<file path="config.mk">
export PLATFORM = sky130hd
export DESIGN_NAME = id_ex_stage
export DESIGN_NICKNAME = d
export VERILOG_FILES = /design/src/rtl/mips_pkg.sv /design/src/rtl/id_ex_stage_forward_mux.sv /design/src/rtl/id_ex_stage.sv
export SDC_FILE = /design/constraint.sdc
export NUM_CORES = 1
export LEC_CHECK = 0
export CAP_MARGIN = 20
export CELL_PAD_IN_SITES_DETAIL_PLACEMENT = 1
export CELL_PAD_IN_SITES_GLOBAL_PLACEMENT = 1
export CORE_MARGIN = 2
export CORE_UTILIZATION = 28
export CTS_CLUSTER_SIZE = 14
export DETAILED_ROUTE_END_ITERATION = 12
export HOLD_SLACK_MARGIN = 0.02
export PLACE_DENSITY = 0.91
export SLEW_MARGIN = 10
export SYNTH_ARGS = -nofsm -noshare
export SYNTH_HDL_FRONTEND = slang
export SYNTH_SLANG_ARGS = --single-unit
</file>
<file path="constraint.sdc">
create_clock -name clk -period 3.55 [get_ports clk]
set_input_delay 1.065 -clock clk [delete_from_list [all_inputs] [get_ports clk]]
set_output_delay 1.065 -clock clk [all_outputs]
set_load 0.1 [all_outputs]
</file>
<file path="src/rtl/mips_pkg.sv">
// Shared MIPS pipeline definitions: ALUOp encodings, control-vector bit
// positions and the operand-forwarding select encoding.
package mips_pkg;

    localparam logic [1:0] ALUOP_RTYPE = 2'b00;
    localparam logic [1:0] ALUOP_IMM   = 2'b01;
    localparam logic [1:0] ALUOP_BEQ   = 2'b10;
    localparam logic [1:0] ALUOP_BNE   = 2'b11;

    localparam int unsigned CTRL_W        = 6;
    localparam int unsigned CTRL_ALUSRC   = 5;
    localparam int unsigned CTRL_REGDST   = 4;
    localparam int unsigned CTRL_REGWRITE = 3;
    localparam int unsigned CTRL_MEMREAD  = 2;
    localparam int unsigned CTRL_MEMWRITE = 1;
    localparam int unsigned CTRL_MEMTOREG = 0;

    typedef enum logic [1:0] {
        FWD_REG = 2'd0,
        FWD_WB  = 2'd1,
        FWD_MEM = 2'd2
    } fwd_sel_e;

endpackage

</file>
<file path="src/rtl/id_ex_stage_forward_mux.sv">
// Per-operand forwarding mux: MEM result beats WB result beats the registered
// register-file value; register 0 is never forwarded.
module forward_mux
    import mips_pkg::*;
#(
    parameter int unsigned DW = 32,
    parameter int unsigned RW = 5
) (
    input  logic [RW-1:0] src_i,
    input  logic          mem_we_i,
    input  logic [RW-1:0] mem_idx_i,
    input  logic [DW-1:0] mem_data_i,
    input  logic          wb_we_i,
    input  logic [RW-1:0] wb_idx_i,
    input  logic [DW-1:0] wb_data_i,
    input  logic [DW-1:0] reg_val_i,
    output logic [DW-1:0] operand_o,
    output fwd_sel_e      sel_o
);

    always_comb begin
        sel_o = FWD_REG;
        if (mem_we_i && (mem_idx_i == src_i) && (src_i != '0)) begin
            sel_o = FWD_MEM;
        end else if (wb_we_i && (wb_idx_i == src_i) && (src_i != '0)) begin
            sel_o = FWD_WB;
        end
    end

    always_comb begin
        operand_o = reg_val_i;
        case (sel_o)
            FWD_MEM: operand_o = mem_data_i;
            FWD_WB:  operand_o = wb_data_i;
            default: operand_o = reg_val_i;
        endcase
    end

endmodule

</file>
<file path="src/rtl/id_ex_stage.sv">
// ID/EX pipeline register feeding the ALU, with MEM/WB operand forwarding,
// load-use stall detection and bubble insertion on stall or flush.
module id_ex_stage
    import mips_pkg::*;
#(
    parameter int unsigned DW = 32,
    parameter int unsigned RW = 5
) (
    input  logic          clk,
    input  logic          reset,
    input  logic          id_valid,
    input  logic [DW-1:0] id_RD1,
    input  logic [DW-1:0] id_RD2,
    input  logic [DW-1:0] id_SignImm,
    input  logic [4:0]    id_sa,
    input  logic [RW-1:0] id_rs,
    input  logic [RW-1:0] id_rt,
    input  logic [RW-1:0] id_rd,
    input  logic [1:0]    id_ALUOp,
    input  logic [5:0]    id_funct,
    input  logic [5:0]    id_ctrl,
    input  logic          mem_RegWrite,
    input  logic [RW-1:0] mem_WriteReg,
    input  logic [DW-1:0] mem_ALUResult,
    input  logic          wb_RegWrite,
    input  logic [RW-1:0] wb_WriteReg,
    input  logic [DW-1:0] wb_Result,
    input  logic          flush,
    output logic          stall,
    output logic          ex_valid,
    output logic [DW-1:0] ex_SrcA,
    output logic [DW-1:0] ex_RD2,
    output logic [DW-1:0] ex_SignImm,
    output logic [4:0]    ex_sa,
    output logic [1:0]    ex_ALUOp,
    output logic [5:0]    ex_funct,
    output logic          ex_ALUSrc,
    output logic [RW-1:0] ex_WriteReg,
    output logic          ex_RegWrite,
    output logic          ex_MemRead,
    output logic          ex_MemWrite,
    output logic          ex_MemtoReg
);

    logic                valid_q, valid_d;
    logic [DW-1:0]       rd1_q, rd1_d;
    logic [DW-1:0]       rd2_q, rd2_d;
    logic [DW-1:0]       simm_q, simm_d;
    logic [4:0]          sa_q, sa_d;
    logic [RW-1:0]       rs_q, rs_d;
    logic [RW-1:0]       rt_q, rt_d;
    logic [RW-1:0]       wreg_q, wreg_d;
    logic [1:0]          aluop_q, aluop_d;
    logic [5:0]          funct_q, funct_d;
    logic [CTRL_W-1:0]   ctrl_q, ctrl_d;

    fwd_sel_e            sel_a, sel_b;
    logic                unused_fwd_sel;

    always_comb begin
        stall = valid_q && ctrl_q[CTRL_MEMREAD] && (rt_q != '0)
             && ((rt_q == id_rs) || (rt_q == id_rt))
             && id_valid && !flush;
    end

    // Bubble is all-zero; a non-valid decode slot still captures data but no ctrl.
    always_comb begin
        valid_d = 1'b0;
        rd1_d   = '0;
        rd2_d   = '0;
        simm_d  = '0;
        sa_d    = '0;
        rs_d    = '0;
        rt_d    = '0;
        wreg_d  = '0;
        aluop_d = '0;
        funct_d = '0;
        ctrl_d  = '0;
        if (!(flush || stall)) begin
            valid_d = id_valid;
            rd1_d   = id_RD1;
            rd2_d   = id_RD2;
            simm_d  = id_SignImm;
            sa_d    = id_sa;
            rs_d    = id_rs;
            rt_d    = id_rt;
            wreg_d  = id_ctrl[CTRL_REGDST] ? id_rd : id_rt;
            aluop_d = id_ALUOp;
            funct_d = id_funct;
            ctrl_d  = id_valid ? id_ctrl : '0;
        end
    end

    always_ff @(posedge clk) begin
        if (reset) begin
            valid_q <= 1'b0;
            rd1_q   <= '0;
            rd2_q   <= '0;
            simm_q  <= '0;
            sa_q    <= '0;
            rs_q    <= '0;
            rt_q    <= '0;
            wreg_q  <= '0;
            aluop_q <= '0;
            funct_q <= '0;
            ctrl_q  <= '0;
        end else begin
            valid_q <= valid_d;
            rd1_q   <= rd1_d;
            rd2_q   <= rd2_d;
            simm_q  <= simm_d;
            sa_q    <= sa_d;
            rs_q    <= rs_d;
            rt_q    <= rt_d;
            wreg_q  <= wreg_d;
            aluop_q <= aluop_d;
            funct_q <= funct_d;
            ctrl_q  <= ctrl_d;
        end
    end

    forward_mux #(.DW(DW), .RW(RW)) u_fwd_a (
        .src_i      (rs_q),
        .mem_we_i   (mem_RegWrite),
        .mem_idx_i  (mem_WriteReg),
        .mem_data_i (mem_ALUResult),
        .wb_we_i    (wb_RegWrite),
        .wb_idx_i   (wb_WriteReg),
        .wb_data_i  (wb_Result),
        .reg_val_i  (rd1_q),
        .operand_o  (ex_SrcA),
        .sel_o      (sel_a)
    );

    forward_mux #(.DW(DW), .RW(RW)) u_fwd_b (
        .src_i      (rt_q),
        .mem_we_i   (mem_RegWrite),
        .mem_idx_i  (mem_WriteReg),
        .mem_data_i (mem_ALUResult),
        .wb_we_i    (wb_RegWrite),
        .wb_idx_i   (wb_WriteReg),
        .wb_data_i  (wb_Result),
        .reg_val_i  (rd2_q),
        .operand_o  (ex_RD2),
        .sel_o      (sel_b)
    );

    // Selects are only observed in waveforms; the operands carry the result.
    assign unused_fwd_sel = ^{sel_a, sel_b};

    assign ex_valid    = valid_q;
    assign ex_SignImm  = simm_q;
    assign ex_sa       = sa_q;
    assign ex_ALUOp    = aluop_q;
    assign ex_funct    = funct_q;
    assign ex_ALUSrc   = ctrl_q[CTRL_ALUSRC];
    assign ex_WriteReg = wreg_q;
    assign ex_RegWrite = ctrl_q[CTRL_REGWRITE];
    assign ex_MemRead  = ctrl_q[CTRL_MEMREAD];
    assign ex_MemWrite = ctrl_q[CTRL_MEMWRITE];
    assign ex_MemtoReg = ctrl_q[CTRL_MEMTOREG];

endmodule

</file>
## Word-level counts from Yosys, hierarchy flattened

Cells that the tools add are included.

- Register bits after elaboration: 131
- Output and inout port bits: 121
- Input bits: 210

- Eq/ne operators: 10
- Reductions and logical operators: 20
- Multiplexer cells: 7
- Bitwise logic cells: 1

Operator list:

| operator | number |
|---|---|
| $pmux 32 s2 | 2 |
| $eq 5x5->1 | 6 |
| $logic_and 1x1->1 | 13 |
| $reduce_bool 5->1 | 2 |
| $mux 5 | 1 |
| $eq 2x1->1 const B | 2 |
| $eq 2x2->1 const B | 2 |
| $mux 2 | 2 |
| $reduce_or 3->1 | 1 |
| $logic_or 1x1->1 | 2 |
| $mux 1 | 2 |
| $reduce_or 2->1 | 1 |
| $logic_not 1->1 | 1 |
| $not 1->1 | 1 |

## Logic depth before layout (Yosys ltp)

- Word-level depth: 7
- Gate-level depth with buffers: 7

## Hierarchy

A second synthesis with hierarchy kept.

- Cells, all modules: 796
- Area total of the unflattened synthesis: 6,069.6 sq um

By module, submodules not included:

| module | sequential area each (sq um) | cells each | area an instance (sq um) | instances |
|---|---|---|---|---|
| id_ex_stage | 2,602.5 | 454 | 4,140.2 | 1 |
| forward_mux | 0.0 | 171 | 964.7 | 2 |

## Worst setup path before layout

OpenSTA, ideal clock, no wires.

- Kind: in2out
- Start: in id_rs[4]
- End: out stall
- Required time: 2.485 ns
- Setup slack: -1.309 ns
- Cell stages on the path: 5
- Data arrival time: 3.794 ns
- Path through: xnor2_1 > nand3_1 > o22a_1 > clkbuf_1 > nor3_1

- Cells in the longest elaborated chain, start to end: 5

Ends and longest elaborated chain:

| item | RTL line | source |
|---|---|---|
| start: declaration | id_ex_stage.sv:16 | `input logic [RW-1:0] id_rs,` |
| $eq 5x5->1 | id_ex_stage.sv:62 | `&& ((rt_q == id_rs) \|\| (rt_q == id_rt))` |
| $logic_or 1x1->1 | id_ex_stage.sv:62 |  |
| $logic_and 1x1->1 | id_ex_stage.sv:62 |  |
| $logic_and 1x1->1 (2 in series) | id_ex_stage.sv:63 | `&& id_valid && !flush;` |
| end: declaration | id_ex_stage.sv:29 | `output logic stall,` |

Every way passes these cells.

## Final worst setup path

- Start: in wb_WriteReg[2]
- End: out ex_SrcA[22]

- Cells in the longest elaborated chain, start to end: 7
- Elaborated cells between the ends (all ways): 8
- Classes of those cells: 3 x eq/ne; 3 x mux; 2 x reduce/logical

Ends and longest elaborated chain:

| item | RTL line | source |
|---|---|---|
| start: declaration | id_ex_stage.sv:26 | `input logic [RW-1:0] wb_WriteReg,` |
| $eq 5x5->1 * | id_ex_stage_forward_mux.sv:25 | `end else if (wb_we_i && (wb_idx_i == src_i) && (src_i != '0)) begin` |
| $logic_and 1x1->1 * (2 in series) | id_ex_stage_forward_mux.sv:25 |  |
| $mux 1 * | id_ex_stage_forward_mux.sv:25 |  |
| $mux 2 * | id_ex_stage_forward_mux.sv:23 | `if (mem_we_i && (mem_idx_i == src_i) && (src_i != '0)) begin` |
| $eq 2x1->1 / $eq 2x2->1 (equally long branches) | id_ex_stage_forward_mux.sv:32 | `case (sel_o)` |
| $pmux 32 s2 * | id_ex_stage_forward_mux.sv:32 |  |
| end: declaration | id_ex_stage.sv:31 | `output logic [DW-1:0] ex_SrcA,` |

Every way passes the cells marked *; elsewhere a longest branch is shown, timed or not.

==> metrics.md <==
| Metric | Value |
|---|---|
| Routed len/inst | `32.8 um` |
| Sequential area share after synthesis | `roughly two fifths` |
| Slowest stage delay, CP | `0.26 ns` |
| 1st-pass router iterations | `5` |
| Max-slew violations | `0` |
| PwrDens | `341 mW/mm2` |
| Status | `finished, violations left` |
| Number of max-cap violations | `0` |
| Mapped cell area | `approximately 0.0065 mm2` |
| Hold crit path type | `in -> reg` |
| Uppermost layer routed | `met4` |
| Gate count of the mapped netlist | `785` |
| Initial Util | `28.7%` |
| CTS Sinks | `130` |
| CP Class | `in -> out` |
| Number of synthesized register bits | `130` |
| Synthesis Warnings | `0` |
| Number of remaining DRC errors | `0` |
| Area contributors post-synth | `dfxtp_1 (40%), a21oi_2 (13%), nand2_1 (6.4%)` |
| Count leader, synth | `dfxtp_1` |
| Largest net degree at the start of global routing | `approximately 120` |
| Hold path start | `id_rs[3]` |
| Violated checks | `negative setup slack` |
| Drt first-iter violations | `around 600` |
| Final net count | `about 1,400` |
| Clock root cell | `clkbuf_16` |
| Fill cells | `2,142` |
| Post-synth EDFFs | `0` |
| Synth top area share | `between 30% and 40%` |
| Arr. time, crit path | `2.90 ns` |
| R2R Path Start | `rt_q[4]` |
| Period utilization | `112%` |
| Slew Limit Headroom | `41.2%` |
| Total track usage | `37.1%` |
| CTS tree | `built` |
| Ports | `between 300 and 400` |
| Cells along the critical path | `buf_8, buf_6, xor2_4, buf_6, nor4b_4, buf_6, buf_12, buf_12, nand3_4, a31oi_4, buf_12` |
| Synth Area per Inst | `8.29 um2` |
| Global placer's final weighted congestion | `0.843` |
| Dpl hpwl | `26,800 um` |
| Worst setup SP type | `input pin` |
| Hold slack final | `~0.96 ns` |
| Core ar. | `0.0227 mm2` |
| Setup slack at placement | `-0.948 ns` |
| Clk slew on worst S/H paths | `0.07 ns` |
| Vias per inst | `between 5 and 6` |
| Worst-Skew Late Latency | `0.43 ns` |
| Commonest cells post-synth | `dfxtp_1 (130), nand2_1 (111), a21oi_2 (100), nand3_1 (66), nor3_1 (65)` |
| Max Clock Skew | `0.0103 ns` |
| Die span in y | `156 um` |
| DIE AREA | `0.0245 mm2` |
| Ys async rst share | `0%` |
| RSZ-0062 raised after global routing | `true` |
| Total global routing overflow | `0` |
| Fmax | `about 0.25 GHz` |
| FP Rows | `55` |
| Clock buffer depth | `2` |
| Number of library cell types mapped by synthesis | `37` |
| Crit path max fanout | `5` |
| Total CTS buffers | `17` |
| Crit path launch | `wb_WriteReg[2]` |
| Pleak | `5.26 nW` |
| Worst-margin pin slew | `between 0.8 and 0.9 ns` |
| Port Buffer Count | `330` |
| Maximum vdd ir drop | `0.000229 V` |
| Layout Area Growth over Synthesis | `136%` |
| Syn Nets | `995` |
| Top FF cell, synth | `dfxtp_1` |
| Min cycle time layout | `3.97 ns` |
| Die width | `between 150 and 200 um` |
| Highest-delay cell along the critical path | `nor4b_4` |
| Global-route wire length before repair | `66,000 um` |
| Hold Vio Cnt, Final | `0` |
| H-tree levels | `4` |
| Metal2 WL | `23,400 um` |
| Met1 WL | `around 17,000 um` |
| Final ANT Viol Nets | `0` |
| Initial antenna violation count | `3` |
| Post-synth top area cell | `dfxtp_1` |
| Metal3 WL | `3490 um` |
| Vias in the first global route | `roughly 10,000` |
| Worst setup EP type | `output port` |
| Worst endpoint required time | `2.48 ns` |
| Detailed-route via count | `8,794` |
| Share of layout cells above drive strength 1 | `54.8%` |
| Endpoints failing setup | `64` |
| Final worst slack | `-0.416 ns` |
| Post-Route WL | `between 40,000 and 50,000 um` |
==> cell type report <==
class / count / area [um2] / area share (%)
Inverter: 6 / 22.5 / 0.147
Multi-Input combinational cell: 557 / 6150 / 40.1
Tap cell: 285 / 357 / 2.32
Antenna cell: 3 / 7.51 / 0.0489
Sequential cell: 130 / 2610 / 17.0
Timing Repair Buffer: 465 / 5630 / 36.7
Clock buffer: 18 / 429 / 2.80
Clock inverter: 14 / 143 / 0.929
==> stage by stage <==
| step | utilization (%) | power, mW | TNS (ns) | instances | cell area (um2) |
|---|---|---|---|---|---|
| detailed placement | 57.3 | 3.15 | -52.60 | 1404 | 13000 |
| floorplan | - | 2.43 | -7.87 | 785 | 8350 |
| CTS | 66.6 | 5.10 | -16.62 | 1470 | 15100 |
| finish | 67.6 | 5.23 | -18.86 | 1478 | 15300 |
| global route | 67.6 | 5.35 | -20.81 | 1477 | 15300 |
| global placement | 57.3 | 3.11 | -49.58 | 1404 | 13000 |
==> worst max-delay path, delay by kind of cell <==
kind,cells,cell delay (ns)
buffers and inverters,7,1.05
AND/OR/NAND/NOR,2,0.35
XOR/XNOR,1,0.18
AO/OA/AOI/OAI,1,0.25
==> flip-flops by register name, indices dropped and copies added, names as in the netlist, 2 cells and up <==
signal	count
rs_q	5
rd1_q	32
ex_WriteReg	5
ex_ALUOp	2
ctrl_q	5
ex_SignImm	32
rd2_q	32
ex_sa	5
rt_q	5
ex_funct	6
==> power breakdown <==
| group | switching (mW) | internal [mW] | total (mW) |
|---|---|---|---|
| Combinational | 1.12 | 0.723 | 1.84 |
| Clock | 0.829 | 0.989 | 1.82 |
| Sequential | 0.0518 | 1.52 | 1.57 |
==> path summary, 6_finish.rpt <==
| check | to | slack, ns | cells after the start |
|---|---|---|---|
| max | ex_SrcA[22] | -0.42 | 11 |
| min | rs_q[3] | 0.96 | 2 |
| max reg2reg | rd2_q[21] | 0.66 | 9 |
| min reg2reg | rt_q[4] | 1.03 | 4 |
==> cells in the final DEF, fill, tap and decap left out, drive strengths merged, types with 4 or more instances in the layout <==
cell,count
a21oi,110
o211a,12
clkinvlp,4
a211oi,10
mux2i,5
clkbuf,18
dlygate4sd2,6
buf,265
a31oi,64
clkdlybuf4s50,187
nand2,111
xor2,6
dlymetal6s2s,6
dfxtp,130
inv,14
nor3,65
nand3,66
o21ai,64
xnor2,24
o211ai,4
==> what timing repair did <==
| item | in CTS | in global routing |
|---|---|---|
| setup buffers | 23 | 11 |
| resized for setup | 254 | 47 |
| pin swaps | 62 | 49 |
| gates cloned | 17 | 0 |
| hold buffers | 0 | 0 |
| endpoints found under the setup margin | 65 | 65 |
==> logic make-up after synthesis <==
logic type      Yosys count  synth area share, %
compound gates          267                 29.4
buf+inv                  98                 7.63
xor+xnor                 30                 4.04
flops                   130                 40.0
mux                       5                0.769
simple gates            255                 18.2
==> layer usage <==
metal	track usage, %	vias to the layer above
met5	0	-
met1	38.1	4383
met2	63.7	565
met3	10.2	234
met4	29.2	0
li1	-	3612
(Power assumes the default switching activity.)
